<file path="src/rtl/pixel_clip_fifo.sv">
// Clips off-screen pixels (x > XMAX or y > YMAX) and buffers the on-screen ones in a
// first-word fall-through FIFO. Optional duplicate-pixel dropping: `define PIXEL_DEDUP_EN.
module pixel_clip_fifo #(
  parameter int DEPTH = 8,
  parameter int XMAX  = 159,
  parameter int YMAX  = 119,
  parameter int CNT_W = 16
) (
  input  logic                     clk,
  input  logic                     resetn,
  input  logic                     flush,
  input  logic                     in_valid,
  output logic                     in_ready,
  input  logic [7:0]               in_x,
  input  logic [6:0]               in_y,
  input  logic [2:0]               in_colour,
  output logic                     out_valid,
  input  logic                     out_ready,
  output logic [7:0]               out_x,
  output logic [6:0]               out_y,
  output logic [2:0]               out_colour,
  output logic [$clog2(DEPTH):0]   level,
  output logic [CNT_W-1:0]         clipped_cnt
);

  localparam int PW = $clog2(DEPTH);
  localparam int LW = PW + 1;

  logic [17:0]       mem_q [DEPTH];
  logic [PW-1:0]     wr_ptr_q, wr_ptr_d;
  logic [PW-1:0]     rd_ptr_q, rd_ptr_d;
  logic [LW-1:0]     level_q, level_d;
  logic [CNT_W-1:0]  clip_q, clip_d;
  logic              in_ready_q, in_ready_d;
  logic              accept, in_range, drop, push, pop;
  logic [17:0]       head;

  // Handshakes: a beat transfers on a rising edge where valid && ready are both high;
  // ready never depends on valid, and out_* never depend combinationally on in_*.
  assign in_ready = resetn && in_ready_q && !flush;
  assign accept   = in_valid && in_ready;
  assign in_range = (in_x <= 8'(XMAX)) && (in_y <= 7'(YMAX));
  assign pop      = (level_q != '0) && out_ready && !flush;
  assign push     = accept && in_range && !drop;

`ifdef PIXEL_DEDUP_EN
  logic [17:0] last_q;
  logic        last_v_q;

  assign drop = last_v_q && (last_q == {in_x, in_y, in_colour});

  always_ff @(posedge clk) begin
    if (!resetn || flush) begin
      last_v_q <= 1'b0;
    end else if (push) begin
      last_q   <= {in_x, in_y, in_colour};
      last_v_q <= 1'b1;
    end
  end
`else
  assign drop = 1'b0;
`endif

  always_comb begin
    wr_ptr_d = wr_ptr_q;
    rd_ptr_d = rd_ptr_q;
    level_d  = level_q;
    clip_d   = clip_q;
    if (flush) begin
      wr_ptr_d = '0;
      rd_ptr_d = '0;
      level_d  = '0;
    end else begin
      if (push) wr_ptr_d = wr_ptr_q + PW'(1);
      if (pop)  rd_ptr_d = rd_ptr_q + PW'(1);
      case ({push, pop})
        2'b10:   level_d = level_q + LW'(1);
        2'b01:   level_d = level_q - LW'(1);
        default: level_d = level_q;
      endcase
    end
    // Saturating count of rejected beats; flush gates accept so none count then.
    if (accept && !in_range && (clip_q != '1)) clip_d = clip_q + CNT_W'(1);
    in_ready_d = (level_d != LW'(DEPTH));
  end

  always_ff @(posedge clk) begin
    if (!resetn) begin
      wr_ptr_q   <= '0;
      rd_ptr_q   <= '0;
      level_q    <= '0;
      clip_q     <= '0;
      in_ready_q <= 1'b1;
    end else begin
      wr_ptr_q   <= wr_ptr_d;
      rd_ptr_q   <= rd_ptr_d;
      level_q    <= level_d;
      clip_q     <= clip_d;
      in_ready_q <= in_ready_d;
    end
  end

  always_ff @(posedge clk) begin
    if (push) mem_q[wr_ptr_q] <= {in_x, in_y, in_colour};
  end

  assign head        = (level_q != '0) ? mem_q[rd_ptr_q] : '0;
  assign out_valid   = (level_q != '0);
  assign out_x       = head[17:10];
  assign out_y       = head[9:3];
  assign out_colour  = head[2:0];
  assign level       = level_q;
  assign clipped_cnt = clip_q;

endmodule

</file>
<file path="config.mk">
export PLATFORM = sky130hd
export DESIGN_NAME = pixel_clip_fifo
export DESIGN_NICKNAME = d
export VERILOG_FILES = /design/src/rtl/pixel_clip_fifo.sv
export SDC_FILE = /design/constraint.sdc
export NUM_CORES = 1
export LEC_CHECK = 0
export BUFFER_PORTS_ARGS = -buffer_cell sky130_fd_sc_hd__buf_2
export CAP_MARGIN = 15
export CORE_AREA = 2 2 122 124
export DETAILED_ROUTE_END_ITERATION = 10
export DIE_AREA = 0 0 124 126
export PLACE_DENSITY_LB_ADDON = 0.25
export SLEW_MARGIN = 20
export SYNTH_ARGS = -nofsm -noshare
export SYNTH_HDL_FRONTEND = slang
export SYNTH_SLANG_ARGS = --single-unit
</file>
<file path="constraint.sdc">
create_clock -name clk -period 4.6 [get_ports clk]
set_clock_uncertainty 0.05 [all_clocks]
set_input_delay 0.23 -clock clk [delete_from_list [all_inputs] [get_ports clk]]
set_output_delay 0.23 -clock clk [all_outputs]
set_load 0.005 [all_outputs]
</file>
==> impl_metrics.toml <==
[clocking]
clk_pin_slew_ns = 0.06
cts_num_sinks = 174
clock_latency_ns = 0.42
cts_htree_levels = 4
cts_tree = "done"
cts_resized = 0
cts_buffer_depth = 2
cts-root-buf = "clkbuf_16"
ctsHoldBuffers = 0
cts_made_buffers = 17
post_cts_buffers = 0

[floorplan]
fp.coreArea_mm2 = 0.0143
die_height_um = 126
die_w_um = 124
start_util_pct = 49.4
io_pins = 63
dieArea_mm2 = 0.0156
fp-row-count = 44

[global_route]
overflow = 0
antenna_found_initial = 0
grt_pass1_wl_um = 21700
grt_pass1_vias = 3979
grt_max_degree = 37
grt.total_usage_pct = 19.1

[timing]
slew_violations = 0
rsz0062_at_grt = "false"
fin_crit_ns = 2.97
tns_ns = 0
hold_violations = 0
post-route-period-util_pct = 64.5
max-slew-margin-rel_pct = 34.1
setup_violations = 0
max_freq_mhz = 337
tightest_slew_ns = 0.986

[routing]
drt-initial-drc-count = 394
vias = 3918
ant_nets = 0
first_pass_iters = 6
drc_errors = 0
wire_per_inst_um = 20.6
via_per_inst = 5.82
drt_wl_total_um = 13900

[yosys]
synth_ff_type = "edfxtp_1"
synth_top_area_share_pct = 61.2
yosys.area.top_type = "edfxtp_1"
synth_nets = 437
yosys-top-cells-area = "edfxtp_1 61%, mux4_2 11%, dfxtp_1 8.5%"
netlist_area_mm2 = 0.00707
syn_inst = 408
ys_types = 51
syn_avg_cell_area_um2 = 17.3
yosys_warnings = 0
yosysSeqAreaShare_pct = 69.7
ys_async_sr_fraction_pct = 0
synth-edff-count = 144
synth-seq-cells = 174

[setup_path]
cp.arrival_ns = 2.69
crit_required_ns = 4.32
critPathLaunchType = "flop"
criticalPathCategory = "reg -> out"
end_kind = "output pin"
cp_max_fo = 19

[hold_path]
hp-class = "in -> reg"

[power_and_ir_drop]
power_per_cell_area_mw_per_mm2 = 395
power.leakage_uw = 0.00273
power_uw = 3260
ir_drop_mv = 0.257

[placed_design]
hpwl_um = 8150
routabilityCongestion = 0.744
portBuffers = 62

[finish]
syn2layout_area_growth_pct = 16.7
final_util_pct = 57.6
fin_nets = 509
num_antenna_cells = 0
drive_gt1_share_pct = 30.5

[status]
status = "complete, no violations"

[job]
cap_violations = 0
[routing by layer]
layer	GRT usage, %	vias to the layer above	share of wire [%]
li1	-	1785	-
met1	25.8	2030	44
met2	30.8	91	50
met3	4.98	12	4.5
met4	5.55	0	0.94
met5	0	-	0
[final timing paths]
check	from	end	slack (ns)	depth (start not counted)
worst max-delay path	flop	out_colour[2]	1.63	5
worst max register to register	level[1]$_SDFF_PN0_	in_ready_q$_SDFF_PN1_	1.88	9
worst min-delay path	in_colour[1]	mem_q[7][1]$_DFFE_PP_	0.03	1
worst min register to register	clipped_cnt[15]$_SDFFE_PN0P_	clipped_cnt[15]$_SDFFE_PN0P_	0.44	1
[cells in the final DEF, fill, tap and decap left out, types with 2 or more instances in the layout]
| cell | Yosys | routed |
|---|---|---|
| clkbuf_16 | 0 | 17 |
| nand2b_1 | 5 | 5 |
| dfxtp_1 | 30 | 29 |
| xor2_1 | 6 | 6 |
| mux2i_1 | 25 | 25 |
| nor2_1 | 37 | 37 |
| nor4_2 | 2 | 2 |
| nor3_2 | 0 | 4 |
| clkinv_1 | 0 | 2 |
| bufinv_16 | 0 | 5 |
| buf_4 | 0 | 12 |
| nand3_1 | 5 | 5 |
| inv_1 | 3 | 3 |
| o31ai_1 | 6 | 6 |
| mux4_2 | 36 | 36 |
| edfxtp_1 | 144 | 144 |
| o21ai_0 | 5 | 5 |
| or4_1 | 5 | 5 |
| clkbuf_1 | 12 | 2 |
| or3_1 | 2 | 2 |
| ha_1 | 6 | 6 |
| and4_1 | 2 | 2 |
| o41ai_1 | 3 | 3 |
| or4b_1 | 3 | 3 |
| nand4_1 | 6 | 6 |
| buf_2 | 8 | 62 |
| nor3b_1 | 3 | 3 |
| a21oi_1 | 13 | 13 |
| nand2_1 | 10 | 10 |
[flip-flops by register name, summed over array words and instances (netlist names), named ones only]
signal,cells
mem_q,144
clipped_cnt,16
level,4
rd_ptr_q,3
wr_ptr_q,3
in_ready_q,1
[stage by stage]
step / hold WS (ns) / instances / worst slack [ns] / cell area (µm²)
detailed placement: 0.439 / 645 / 1.54 / 7640
finish: 0.0285 / 673 / 1.63 / 8250
global placement: 0.432 / 645 / 1.67 / 7640
global route: 0.0251 / 673 / 1.37 / 8250
CTS: 0.0111 / 673 / 1.52 / 8250
floorplan: 0.279 / 408 / 1.32 / 7070
[cells in the mapped netlist (2+ instances only)]
cell type	number
edfxtp_1	144
nor2_1	37
mux4_2	36
dfxtp_1	30
mux2i_1	25
a21oi_1	13
clkbuf_1	12
nand2_1	10
buf_2	8
ha_1	6
nand4_1	6
o31ai_1	6
xor2_1	6
nand2b_1	5
nand3_1	5
o21ai_0	5
or4_1	5
nor3_1	4
inv_1	3
nor3b_1	3
o41ai_1	3
or4b_1	3
and4_1	2
nor4_1	2
nor4_2	2
or3_1	2
[worst max-delay path: stages, from the launching register on]
cell     delay [ns]
dfxtp_2        0.83
buf_4          0.48
mux4_2         0.55
mux2i_1        0.19
nor2_1         0.07
buf_2          0.13
[final cells by class]
| cell class | instances | area [µm²] |
|---|---|---|
| fill | 1109 | 6070 |
| sequential | 174 | 4930 |
| multi-input combinational | 210 | 2080 |
| clock buffer | 19 | 433 |
| timing repair buffer | 74 | 400 |
| tap | 184 | 230 |
| clock inverter | 9 | 170 |
| inverter | 3 | 11.3 |
[power breakdown]
| group | switching (µW) | leakage, µW | internal, µW |
|---|---|---|---|
| sequential | 2.85 | 0.00154 | 1710 |
| clock | 541 | 0.000290 | 946 |
| combinational | 38.9 | 0.000905 | 20.6 |
[cells by family after synthesis]
group	synth area share [%]
compound gates	4.41
mux	15.0
fa+ha+maj	1.06
buf+inv	1.42
simple gates	7.54
xor+xnor	0.868
flops	69.7
(Power assumes the default switching activity.)
